===== src/rtl/branch_resolve_unit_pkg.sv =====
// Shared definitions for the ID-stage branch resolver: opcodes, predictor
// counter encodings and the saturating counter update.
package branch_resolve_unit_pkg;

    localparam logic [5:0] OP_REGIMM = 6'd1;
    localparam logic [5:0] OP_BEQ    = 6'd4;
    localparam logic [5:0] OP_BNE    = 6'd5;
    localparam logic [5:0] OP_BLEZ   = 6'd6;
    localparam logic [5:0] OP_BGTZ   = 6'd7;

    localparam logic [4:0] RT_BLTZ = 5'd0;
    localparam logic [4:0] RT_BGEZ = 5'd1;

    typedef enum logic [1:0] {
        SNT = 2'b00,
        WNT = 2'b01,
        WT  = 2'b10,
        ST  = 2'b11
    } ctr_e;

    localparam ctr_e BHT_RESET = WNT;

    function automatic ctr_e ctr_next(input ctr_e c, input logic taken);
        if (taken) begin
            return (c == ST) ? ST : ctr_e'(2'(c) + 2'd1);
        end
        return (c == SNT) ? SNT : ctr_e'(2'(c) - 2'd1);
    endfunction

endpackage


===== src/rtl/branch_resolve_unit_bht_2bit.sv =====
// Branch history table of 2-bit saturating counters with a one-deep registered
// update stage; lookups that hit the pending update see the post-update value.
module bht_2bit
    import branch_resolve_unit_pkg::*;
#(
    parameter int unsigned DEPTH = 64,
    parameter int unsigned IDX_W = $clog2(DEPTH)
) (
    input  logic             clk_i,
    input  logic             rst_ni,
    input  logic [IDX_W-1:0] lookup_idx_i,
    output logic             pred_o,
    input  logic             res_valid_i,
    input  logic [IDX_W-1:0] res_idx_i,
    input  logic             res_taken_i
);

    ctr_e             table_q [DEPTH];
    logic             upd_valid_q;
    logic [IDX_W-1:0] upd_idx_q;
    logic             upd_taken_q;
    ctr_e             upd_ctr;
    ctr_e             lookup_ctr;

    assign upd_ctr = ctr_next(table_q[upd_idx_q], upd_taken_q);

    always_ff @(posedge clk_i or negedge rst_ni) begin
        if (!rst_ni) begin
            upd_valid_q <= 1'b0;
            upd_idx_q   <= '0;
            upd_taken_q <= 1'b0;
            for (int unsigned i = 0; i < DEPTH; i++) begin
                table_q[i] <= BHT_RESET;
            end
        end else begin
            upd_valid_q <= res_valid_i;
            upd_idx_q   <= res_idx_i;
            upd_taken_q <= res_taken_i;
            if (upd_valid_q) begin
                table_q[upd_idx_q] <= upd_ctr;
            end
        end
    end

    always_comb begin
        lookup_ctr = table_q[lookup_idx_i];
        if (upd_valid_q && (lookup_idx_i == upd_idx_q)) begin
            lookup_ctr = upd_ctr;
        end
    end

    assign pred_o = lookup_ctr[1];

endmodule


===== src/rtl/branch_resolve_unit.sv =====
// ID-stage branch resolver: operand forwarding, load-use stall, mispredict
// flush/redirect and statistics. Define BRANCH_PREDICT_EN to build the 2-bit BHT.
module branch_resolve_unit
    import branch_resolve_unit_pkg::*;
#(
    parameter int unsigned DATA_W    = 32,
    parameter int unsigned PC_W      = 32,
    parameter int unsigned BHT_DEPTH = 64,
    parameter int unsigned STAT_W    = 32
) (
    input  logic              clk,
    input  logic              rst,
    input  logic [PC_W-1:0]   if_pc,
    output logic              if_pred_taken,
    input  logic              id_valid,
    input  logic [PC_W-1:0]   id_pc,
    input  logic              id_pred_taken,
    input  logic [5:0]        op,
    input  logic [4:0]        rs,
    input  logic [4:0]        rt,
    input  logic [15:0]       imm,
    input  logic [DATA_W-1:0] rd1,
    input  logic [DATA_W-1:0] rd2,
    input  logic              ex_regwr,
    input  logic              ex_memrd,
    input  logic [4:0]        ex_wdst,
    input  logic [DATA_W-1:0] ex_alu_out,
    input  logic              mem_regwr,
    input  logic [4:0]        mem_wdst,
    input  logic [DATA_W-1:0] mem_fwd_data,
    output logic              br_stall,
    output logic              br_flush,
    output logic [PC_W-1:0]   br_redirect_pc,
    output logic [STAT_W-1:0] stat_branches,
    output logic [STAT_W-1:0] stat_mispred
);

    localparam int unsigned IDX_W = $clog2(BHT_DEPTH);

    logic is_beq, is_bne, is_blez, is_bgtz, is_bgez, is_bltz, is_branch;
    logic [DATA_W-1:0] r1, r2;
    logic r1_neg, r1_zero, taken, resolve, mispred;
    logic [PC_W-1:0] seq_pc, br_off, target;
    logic [STAT_W-1:0] stat_br_q, stat_br_d, stat_mp_q, stat_mp_d;
    logic unused_if_pc;

    always_comb begin
        is_beq    = (op == OP_BEQ);
        is_bne    = (op == OP_BNE);
        is_blez   = (op == OP_BLEZ);
        is_bgtz   = (op == OP_BGTZ);
        is_bgez   = (op == OP_REGIMM) && (rt == RT_BGEZ);
        is_bltz   = (op == OP_REGIMM) && (rt == RT_BLTZ);
        is_branch = is_beq | is_bne | is_blez | is_bgtz | is_bgez | is_bltz;
    end

    // MEM assigned first so a matching EX producer overrides it.
    always_comb begin
        r1 = rd1;
        r2 = rd2;
        if ((rs != 5'd0) && mem_regwr && (mem_wdst == rs)) r1 = mem_fwd_data;
        if ((rs != 5'd0) && ex_regwr && !ex_memrd && (ex_wdst == rs)) r1 = ex_alu_out;
        if ((rt != 5'd0) && mem_regwr && (mem_wdst == rt)) r2 = mem_fwd_data;
        if ((rt != 5'd0) && ex_regwr && !ex_memrd && (ex_wdst == rt)) r2 = ex_alu_out;
    end

    assign r1_neg  = r1[DATA_W-1];
    assign r1_zero = (r1 == '0);

    assign taken = (is_beq  && (r1 == r2))
                 | (is_bne  && (r1 != r2))
                 | (is_bgtz && !r1_neg && !r1_zero)
                 | (is_blez && (r1_neg || r1_zero))
                 | (is_bgez && !r1_neg)
                 | (is_bltz && r1_neg);

    assign br_stall = id_valid && is_branch && ex_memrd && (ex_wdst != 5'd0)
                    && ((ex_wdst == rs) || ((is_beq || is_bne) && (ex_wdst == rt)));
    assign resolve  = id_valid && is_branch && !br_stall;
    assign mispred  = resolve && (taken != id_pred_taken);

    assign seq_pc = id_pc + PC_W'(4);
    assign br_off = {{(PC_W-18){imm[15]}}, imm, 2'b00};
    assign target = seq_pc + br_off;

    assign br_flush       = mispred;
    assign br_redirect_pc = mispred ? (taken ? target : seq_pc) : '0;

    always_comb begin
        stat_br_d = stat_br_q;
        stat_mp_d = stat_mp_q;
        if (resolve && !(&stat_br_q)) stat_br_d = stat_br_q + STAT_W'(1);
        if (mispred && !(&stat_mp_q)) stat_mp_d = stat_mp_q + STAT_W'(1);
    end

    always_ff @(posedge clk or negedge rst) begin
        if (!rst) begin
            stat_br_q <= '0;
            stat_mp_q <= '0;
        end else begin
            stat_br_q <= stat_br_d;
            stat_mp_q <= stat_mp_d;
        end
    end

    assign stat_branches = stat_br_q;
    assign stat_mispred  = stat_mp_q;

`ifdef BRANCH_PREDICT_EN
    bht_2bit #(
        .DEPTH (BHT_DEPTH),
        .IDX_W (IDX_W)
    ) u_bht (
        .clk_i        (clk),
        .rst_ni       (rst),
        .lookup_idx_i (if_pc[IDX_W+1:2]),
        .pred_o       (if_pred_taken),
        .res_valid_i  (resolve),
        .res_idx_i    (id_pc[IDX_W+1:2]),
        .res_taken_i  (taken)
    );
`else
    assign if_pred_taken = 1'b0;
`endif

    assign unused_if_pc = ^if_pc;

endmodule


===== config.mk =====
export PLATFORM = sky130hd
export DESIGN_NAME = branch_resolve_unit
export DESIGN_NICKNAME = d
export VERILOG_FILES = /design/src/rtl/branch_resolve_unit_pkg.sv /design/src/rtl/branch_resolve_unit_bht_2bit.sv /design/src/rtl/branch_resolve_unit.sv
export SDC_FILE = /design/constraint.sdc
export NUM_CORES = 1
export LEC_CHECK = 0
export BUFFER_PORTS_ARGS = -buffer_cell sky130_fd_sc_hd__buf_2
export CAP_MARGIN = 15
export CORE_UTILIZATION = 25
export DETAILED_ROUTE_END_ITERATION = 8
export GPL_ROUTABILITY_DRIVEN = 0
export PLACE_DENSITY = 0.55
export SLEW_MARGIN = 30
export SYNTH_ARGS = -nofsm -noshare
export SYNTH_HDL_FRONTEND = slang
export SYNTH_SLANG_ARGS = --single-unit

===== constraint.sdc =====
create_clock -name clk -period 19.3 [get_ports clk]
set_input_delay 3.86 -clock clk [delete_from_list [all_inputs] [get_ports clk]]
set_output_delay 3.86 -clock clk [all_outputs]
set_load 0.005 [all_outputs]

==> results of run 1 <==
through the flow:
stage	worst slack [ps]	instances	utilization, %	total power (W)	hold slack (ps)
after CTS	5760	1657	32.5	0.000464	478
after global routing	5390	1661	32.6	0.000490	498
after detailed placement	5760	1641	31.5	0.000297	467
after floorplan	7850	974	-	0.000238	477
final	5800	1661	32.6	0.000461	473
after global placement	5370	1641	31.5	0.000295	471
kinds of logic (layout without fill, tap and decap cells):
family,count (synthesis),in the layout
simple gates,361,361
compound gates,221,221
xor+xnor,167,167
mux,69,69
flops,64,64
buf+inv,58,345
fa+ha+maj,33,33
other cells,1,5
registers in the layout, indices dropped and copies added, names as in the netlist:
register	flops
stat_mispred	32
stat_branches	32
cell type report:
class                   instances  area, um^2
multi-input cells             852        5910
clock inverters                 6        67.6
fillers                      3355       20600
flip-flops and latches         64        1600
diodes                          4        10.0
inverters                      16        60.1
well taps                     396         495
clock buffers                  10         239
repair buffers                313        1580
power groups by stage:
stage,clock network [W],registers [W],logic (W)
floorplan,0,0.000147,0.0000905
global placement,0,0.000148,0.000147
detailed placement,0,0.000148,0.000149
CTS,0.000169,0.000145,0.000150
global route,0.000176,0.000147,0.000168
finish,0.000166,0.000145,0.000150
per-layer routing:
metal	wire length (um)	part of all wire [%]	GRT usage, %
met4	648	2.3	5.54
met2	13000	46	27.7
met1	13100	46	24.1
met3	1680	5.9	2.94
met5	12	0.042	0
worst paths after layout:
| path | startpoint | end | slack [ps] | cells past startpoint |
|---|---|---|---|---|
| max | rs[1] | br_redirect_pc[2] | 5800 | 17 |
| min | stat_branches[18] | stat_branches[18] | 470 | 1 |
| max reg2reg | stat_branches[14] | stat_branches[29] | 15950 | 11 |
| min reg2reg | stat_branches[18] | stat_branches[18] | 470 | 1 |
| max in group asynchronous | rst | stat_mispred[5] | 15070 | 2 |
| min in group asynchronous | rst | stat_branches[11] | 3690 | 2 |
cell usage after synthesis (3+ instances only):
| cell type | n |
|---|---|
| and4_1 | 4 |
| ha_1 | 32 |
| xnor2_1 | 110 |
| o31ai_1 | 3 |
| buf_2 | 10 |
| buf_4 | 3 |
| nor4_1 | 15 |
| nand3_1 | 53 |
| a22oi_1 | 26 |
| a32oi_1 | 3 |
| nand4_1 | 24 |
| o221ai_1 | 14 |
| nand2_1 | 80 |
| buf_6 | 4 |
| clkbuf_1 | 23 |
| mux2i_1 | 61 |
| or2_2 | 5 |
| o22ai_1 | 29 |
| a21oi_1 | 59 |
| and2_1 | 10 |
| dfrtp_1 | 64 |
| nor2_1 | 86 |
| a221o_1 | 13 |
| a31oi_1 | 5 |
| nand2b_1 | 8 |
| a211oi_1 | 8 |
| and3_1 | 27 |
| nor3_1 | 22 |
| a211o_1 | 3 |
| nor2b_1 | 10 |
| mux2_2 | 5 |
| o211ai_1 | 5 |
| a21o_1 | 17 |
| xor2_1 | 57 |
| inv_1 | 16 |
| o21ai_0 | 23 |
| or4_1 | 6 |
cells in the final DEF, fill, tap and decap left out, types with 5 or more instances in the layout:
cell type	count
xor2_1	57
and2_1	9
dfrtp_1	64
nand2b_1	8
mux2i_1	61
o22ai_1	29
nor2b_1	10
ha_1	32
buf_2	306
a21o_1	17
a221o_1	13
o21ai_0	23
a22oi_1	26
mux2_2	5
nor3_1	21
and3_1	27
a211oi_1	8
clkbuf_16	9
a31oi_1	5
o211ai_1	5
nand3_1	53
nand4_1	24
or2_2	6
a21oi_1	59
nand2_1	80
or4_1	6
inv_1	16
nor4_1	15
o221ai_1	14
xnor2_1	110
nor2_1	84
buf_4	7
==> results.yml, run 1 <==
global_routing:
  grt-ovfl-total: 0
  grt.total_usage_pct: 17.5
  antenna_found_initial: 5
  grt_pass1_vias: 8182
  grt_pass1_wl_mm: 44.2
  grt_start_max_net_pins: 65
timing:
  slew_headroom_pct: 45.8
  fin_crit_sh_pct: 69.9
  worst_slew_pin_slew_ps: 813
  fmax_mhz: 74.1
  maxSlewViolCount: 0
  setup_viol: 0
  fin_crit_ps: 13500
  setup-tns-final_ps: 0
  rsz0062_at_grt: "false"
  finalHoldViolCount: 0
  skew_ps: 9.70
final_layout:
  drive_gt1_share_pct: 27.8
  stdcell_area_mm2: 0.00997
  fin_nets: 1530
  synthToLayoutAreaGrowth_pct: 28.4
placed_design:
  dp_hpwl_mm: 22.9
  dpl-instance-area_mm2: 0.00965
  port_buffers: 306
worst_setup_path:
  crit_chain: "buf_2 -> or4_1 -> o211ai_1 -> or2_2 -> nand2_1 -> o22ai_1 -> a21oi_1 -> or4_1 -> o31ai_1 -> a31oi_1 -> xor2_1 -> o21a_2 -> buf_4 -> xor2_1 -> or2_2 -> a211oi_2 -> buf_2"
  slowest_stage: "or2_2"
  path_delay_family: "simple AND/OR/NAND/NOR gates"
  critPathMaxStageDelay_ps: 700
  critPathMaxFanout: 56
  start_kind: "input port"
  crit_path_end_kind: "primary output"
  worstPathArrival_ps: 9640
  crit_required_ps: 15440
  criticalPathCategory: "in2out"
  path_buf_inv: 3
floorplanning:
  num_rows: 64
  die_area_mm2: 0.0318
  ios: 340
  fp.dieW_um: 178
  die_h_um: 178
  coreArea_mm2: 0.0306
  initial_core_util_pct: 25.4
synth:
  synth_flop_cell: "dfrtp_1"
  ys_warn_count: 0
  syn_area_per_cell_um2: 7.97
  synthArstFlopShare_pct: 100
  synth_top_family_by_area: "simple AND/OR/NAND/NOR gates"
  synth.net_count: 1248
  synthTopCellsByArea: "dfrtp_1 21%, xnor2_1 12%, mux2i_1 7.9%"
  postSynthCellCount: 974
  synth.area.mux_share_pct: 9.35
  synth_top_area_cell: "dfrtp_1"
  synth_compound_area_share_pct: 19.2
  synth_edf_count: 0
  synthXorXnorAreaFrac_pct: 18.8
  yosys.area.top_type_share_pct: 20.6
  ys_seq_area_share_pct: 20.6
  synth_cell_types: 61
  netlist_area_mm2: 0.00776
  synth-simple-area-share_pct: 23.1
  yosys.area_share.adder_pct: 5.41
  synth_seq_cells: 64
power_and_ir_drop:
  p_seq_share_pct: 31.5
  p_int_w: 0.000312
  p_leak_nw: 4.83
  vdd_drop_max_v: 0.0000539
  netSwitchingFraction_pct: 32.3
  combPwrFrac_pct: 32.5
  p_sw_w: 0.000149
  power_per_cell_area_mw_per_mm2: 46.2
  p_clk_share_pct: 35.9
clocking:
  numCtsBuffers: 9
  cts_root_buf: "clkbuf_16"
  cts.sinks: 64
  cts_hold_buf: 0
  ctsHtreeMaxLevel: 3
  clkTransAtPathRegs_ps: 50
  clockBufferDepth: 2
  worstSkewPairLatency_ps: 330
  cts_setup_buffers: 0
  cts_resized: 0
  cts_tree: "done"
route:
  drc: 0
  antenna_left: 0
  drt-pass1-iter-count: 5
  drt_wl_total_mm: 28.5
  routedWlPerCell_um: 17.1
  drt_first_iter_violations: 483
  vias: 8454
  vias_per_cell: 5.09
hold_path:
  holdCritPathClass: "reg2reg"
outcome:
  outcome: "finished, final reports clean"
job:
  maxCapViolations: 0
(Power assumes the default switching activity.)
==> run 2: changes to the inputs <==
ABC_AREA = 1   (was default)
PLACE_DENSITY = 0.54   (was 0.55)
clock period = 12.19 ns   (was 19.3 ns; I/O delays follow)
==> run 2 against run 1 <==
Against the previous run:
- synthesized cell count is 79% higher
- critical path type unchanged
- largest power group is now combinational cells
- hold slack better by 31 ps
- core utilization is 1.1 points lower
- final cell count is 53% higher
- flip-flop and latch count stayed put
==> results.yml, run 2 <==
timing:
  maxSlewViolCount: 0
  worst_slew_pin_slew_ps: 884
  setup_viol: 0
  setup-tns-final_ps: 0
  rsz0062_at_grt: "false"
  slew_headroom_pct: 40.9
  skew_ps: 5.48
  finalHoldViolCount: 0
  fin_crit_ps: 9090
  fin_crit_sh_pct: 74.6
  fmax_mhz: 110
synth:
  syn_area_per_cell_um2: 5.55
  synth_common_cells: "726 x nand2_1, 207 x nand3_1, 168 x inv_1"
  synth_seq_cells: 64
  synth.net_count: 2019
  synth_most_common_cell: "nand2_1"
  ys_warn_count: 0
  synthArstFlopShare_pct: 100
  postSynthCellCount: 1745
  synth_flop_cell: "dfrtp_1"
  ys_seq_area_share_pct: 16.5
  synthTopCellsByArea: "nand2_1 28%, dfrtp_1 17%, nand3_1 11%"
  yosys.area.top_type_share_pct: 28.1
  netlist_area_mm2: 0.00969
  synth_top_area_cell: "nand2_1"
  synth_edf_count: 0
  synth_cell_types: 47
route:
  vias_per_cell: 4.71
  antenna_left: 0
  drt_first_iter_violations: 701
  drt_wl_total_mm: 36.4
  routedWlPerCell_um: 14.3
  drt-pass1-iter-count: 5
  vias: 12000
  maxUsedRoutingLayer: "met5"
  met2WireLength_mm: 16.3
  dr_wl_met3_mm: 2.47
  drc: 0
  wl_met1_mm: 16.9
power_and_ir_drop:
  vdd_drop_max_v: 0.0000778
  p_leak_nw: 6.70
  power_per_cell_area_mw_per_mm2: 66.9
final_layout:
  final_common_cell: "nand2_1"
  final_cell_mix: "726 x nand2_1, 306 x buf_2, 207 x nand3_1"
  fin_nets: 2291
  drive_gt1_share_pct: 18.0
  final_cells: 2543
  synthToLayoutAreaGrowth_pct: 23.4
floorplanning:
  fp.dieW_um: 199
  ios: 340
  num_rows: 71
  coreArea_mm2: 0.0379
  initial_core_util_pct: 25.5
  die_h_um: 199
  die_area_mm2: 0.0395
worst_setup_path:
  crit_required_ps: 9750
  start_kind: "input port"
  critPathMaxFanout: 59
  worstPathArrival_ps: 6650
  crit_path_end_kind: "primary output"
  criticalPathCategory: "in2out"
clocking:
  cts_resized: 0
  worstSkewPairLatency_ps: 340
  cts.sinks: 64
  cts_root_buf: "clkbuf_16"
  cts_hold_buf: 0
  ctsHtreeMaxLevel: 3
  numCtsBuffers: 9
  clkTransAtPathRegs_ps: 50
  clockBufferDepth: 2
  cts_tree: "done"
  cts_setup_buffers: 0
hold_path:
  holdCritPathClass: "reg2reg"
global_routing:
  grt_pass1_wl_mm: 57.5
  grt-ovfl-total: 0
  grt_pass1_vias: 11400
  grt.total_usage_pct: 18.1
  antenna_found_initial: 12
  grt_start_max_net_pins: 65
placed_design:
  place_inst: 2517
  dp_hpwl_mm: 28.9
  port_buffers: 306
job:
  maxCapViolations: 0
outcome:
  outcome: "finished, final reports clean"
==> run 2: where the power goes <==
| part | internal (W) | total, W | leakage [nW] | switching (W) |
|---|---|---|---|---|
| Sequential | 0.000225 | 0.000241 | 0.856 | 0.0000160 |
| Combinational | 0.000111 | 0.000287 | 5.68 | 0.000176 |
| Clock | 0.000180 | 0.000272 | 0.159 | 0.0000915 |
==> run 2: layout make-up <==
class	count	area, um^2
diodes	10	25.0
clock buffers	14	284
clock inverters	2	35.0
fillers	4336	26000
inverters	178	668
multi-input cells	1448	7100
flip-flops and latches	64	1600
well taps	511	639
repair buffers	316	1610
==> run 2: cell families (layout without fill, tap and decap cells) <==
kind of cell / Yosys count / in the layout / share of synthesized area (%)
other: 1 / 11 / 0.0387
XOR/XNOR: 121 / 121 / 10.9
flip-flops: 64 / 64 / 16.5
AND/OR/NAND/NOR: 1187 / 1187 / 51.8
adder cells (fa/ha/maj): 33 / 33 / 4.34
buffers and inverters: 233 / 510 / 10.3
AO/OA/AOI/OAI: 106 / 106 / 6.12
==> run 2: metal layers <==
layer | global-route usage (%) | up-vias
met5 | 0 | -
met4 | 4.62 | 4
met3 | 3.58 | 44
met2 | 29.6 | 355
met1 | 24.3 | 5463
li1 | - | 6116
==> run 2: final timing paths <==
kind	start	end	slack, ps	depth (start not counted)
worst max-delay path	rs[3]	br_redirect_pc[30]	3100	26
worst min-delay path	stat_branches[16]	stat_branches[16]	500	1
worst max register to register	stat_branches[0]	stat_branches[17]	9030	18
worst min register to register	stat_branches[16]	stat_branches[16]	500	1
max in group asynchronous	rst	stat_branches[18]	9370	2
min in group asynchronous	rst	stat_branches[8]	2290	2
==> run 2: stage by stage <==
step                setup WS, ps  area (um^2)  power [W]  hold WS (ps)  utilization (%)
floorplan                   4420         9690   0.000419           484                -
global placement            2790        11600   0.000528           484             30.6
detailed placement          2710        11600   0.000530           498             30.6
CTS                         2680        11900   0.000808           508             31.4
global route                2550        12000   0.000858           519             31.5
finish                      3100        12000   0.000800           504             31.5
==> run 2: critical path: stages <==
cell and delay, ps:
buf_2 110, inv_1 90, nand2_1 60, nand2_1 50, nand3_1 80, nor2_1 230, nand2_2 60, buf_4 300
inv_2 630, nand2_1 100, nand2_1 200, nand2_1 80, nand2_1 70, nand2_1 120, nor2_1 120, nand2_1 80
nor2_1 170, nand2_1 70, nand2_1 70, nand2_2 100, nand2_4 420, nand2_1 170, nand3_1 110, buf_4 340
nor2_1 110, buf_2 140
==> run 3: changes to the inputs <==
PLACE_DENSITY = 0.53   (was 0.54)
clock period = 8.5 ns   (was 12.19 ns; I/O delays follow)
==> run 3 against run 2 <==
Against the previous run:
- sequential share of layout area rose by 0.063 points
- global-route usage is 0.27 points higher
- critical endpoint is now br_redirect_pc[31]
- critical path type unchanged
- clock skew rose by 1.0 ps
- highest routed layer unchanged
- worst setup slack lost 2000 ps
- design area fell by 0.47%
==> results.yml, run 3 (synthesized netlist as in run 2, its figures left out) <==
timing:
  whs_ps: 495
  fin_crit_ps: 7420
  fin_crit_sh_pct: 87.3
  slew_headroom_pct: 41.7
  finalHoldViolCount: 0
  worst_slew_pin_slew_ps: 872
  setup_ws_ps: 1080
  skew_ps: 6.49
  setup_viol: 0
  rsz0062_at_grt: "false"
  maxSlewViolCount: 0
  fmax_mhz: 135
  setup-tns-final_ps: 0
global_routing:
  grt_pass1_wl_mm: 58.4
  antenna_found_initial: 11
  grt-ovfl-total: 0
  grt_pass1_vias: 11400
  grt_start_max_net_pins: 65
  grt.total_usage_pct: 18.4
clocking:
  cts_hold_buf: 0
  worstSkewPairLatency_ps: 340
  cts.sinks: 64
  clkTransAtPathRegs_ps: 50
  ctsHtreeMaxLevel: 3
  cts_tree: "done"
  cts_resized: 0
  numCtsBuffers: 9
  cts_setup_buffers: 0
  clockBufferDepth: 2
  cts_root_buf: "clkbuf_16"
worst_setup_path:
  critPathMaxFanout: 5
  r2r-start: "stat_branches[0]"
  startpoint: "id_pc[2]"
  rrSetupSlack_ps: 5350
  start_kind: "input port"
  endpoint: "br_redirect_pc[31]"
  crit_chain: "buf_2 -> ha_1 -> nand2_1 -> nor2_1 -> xor2_1 -> inv_1 -> ha_1 -> nand2_1 -> o21ai_0 -> nor2_1 -> o21ai_0 -> a21oi_1 -> o21ai_0 -> a21boi_0 -> o21ai_0 -> nand3_1 -> nand3b_1 -> nand3_1 -> nand2_1 -> nand2_1 -> nor2_1 -> buf_2"
  crit_path_end_kind: "primary output"
  crit_required_ps: 6800
  criticalPathCategory: "in2out"
  critPathMaxStageDelay_ps: 480
  worstPathArrival_ps: 5720
  r2r_end: "stat_branches[17]"
  r2r_cells: 18
  slowest_stage: "o21ai_0"
power_and_ir_drop:
  combPwrFrac_pct: 37.9
  p_leak_nw: 6.68
  p_clk_share_pct: 30.3
  power_per_cell_area_mw_per_mm2: 91.2
  p_int_w: 0.000677
  netSwitchingFraction_pct: 37.7
  p_seq_share_pct: 31.8
  p_sw_w: 0.000409
  vdd_drop_max_v: 0.000134
floorplanning:
  fp.dieW_um: 199
  die_area_mm2: 0.0395
  coreArea_mm2: 0.0379
  initial_core_util_pct: 25.5
  num_rows: 71
  ios: 340
  die_h_um: 199
route:
  dr_wl_met3_mm: 2.44
  vias: 11900
  maxUsedRoutingLayer: "met5"
  drt_wl_total_mm: 36.7
  drc: 0
  drt_first_iter_violations: 608
  antenna_left: 0
  wl_met1_mm: 17.2
  met2WireLength_mm: 16.6
  vias_per_cell: 4.67
  drt-pass1-iter-count: 6
  routedWlPerCell_um: 14.4
final_layout:
  synthToLayoutAreaGrowth_pct: 22.8
  final_cell_mix: "726 x nand2_1, 306 x buf_2, 207 x nand3_1"
  final_common_cell: "nand2_1"
  fin_nets: 2293
  n_fill_cell: 4327
  drive_gt1_share_pct: 17.9
hold_path:
  holdCritPathClass: "reg2reg"
job:
  maxCapViolations: 0
placed_design:
  port_buffers: 306
  dp_hpwl_mm: 29.3
  pre_cts_ws_ps: 1110
outcome:
  outcome: "finished, final reports clean"
==> run 3: cell count changes in the layout (fill, tap and decap cells not counted) <==
| cell | delta |
|---|---|
| nand2_2 | +1 |
| clkinvlp_4 | +1 |
| diode_2 | -1 |
| clkbuf_1 | +1 |
| nand2_4 | -1 |
| clkbuf_8 | -4 |
| clkinv_2 | +2 |
| bufinv_16 | -1 |
| buf_4 | +2 |
==> run 3: layout make-up <==
class,count,area [um^2],share of cell area [%]
Antenna cell,9,22.5,0.189
Clock buffer,11,233,1.96
Clock inverter,4,22.5,0.189
Inverter,178,668,5.61
Multi-Input combinational cell,1448,7090,59.6
Sequential cell,64,1600,13.5
Tap cell,511,639,5.37
Timing Repair Buffer,318,1620,13.6
==> run 3: through the flow <==
stage                     utilization, %  area [um^2]  cells  total power, W
after floorplan                        -         9690   1745        0.000600
after global placement              30.6        11600   2519        0.000758
after detailed placement            30.6        11600   2519        0.000762
after CTS                           31.3        11900   2534         0.00110
after global routing                31.4        11900   2543         0.00117
final                               31.4        11900   2543         0.00109
==> run 3: per-layer routing <==
| metal | up-vias | global-route usage (%) |
|---|---|---|
| li1 | 6117 | - |
| met1 | 5389 | 24.7 |
| met2 | 328 | 30.1 |
| met3 | 30 | 3.58 |
| met4 | 4 | 4.33 |
| met5 | - | 0 |
==> run 3: worst max-delay path, delay by kind of cell <==
family	cells	cell delay, ps
AOI/OAI and AO/OA	6	1840
and+or+nand+nor	10	1180
adders and majority gates	2	520
buffers and inverters	3	290
xor gates and xnor gates	1	190
==> run 3: how the worst min path moves through the flow <==
stage,start,endpoint,cells past startpoint
3_3_place_gp,stat_branches[16],stat_branches[16],1
2_1_floorplan,stat_branches[16],stat_branches[16],1
6_report,stat_branches[16],stat_branches[16],1
4_1_cts,stat_branches[16],stat_branches[16],1
5_1_grt,stat_branches[16],stat_branches[16],1
3_5_place_dp,stat_branches[16],stat_branches[16],1
==> run 3: power by group through the flow <==
stage          combinational (W)  sequential [W]  clock (W)
4_1_cts                 0.000414        0.000345   0.000340
6_report                0.000412        0.000345   0.000328
2_1_floorplan           0.000254        0.000347          0
5_1_grt                 0.000470        0.000348   0.000353
3_5_place_dp            0.000412        0.000350          0
3_3_place_gp            0.000408        0.000350          0
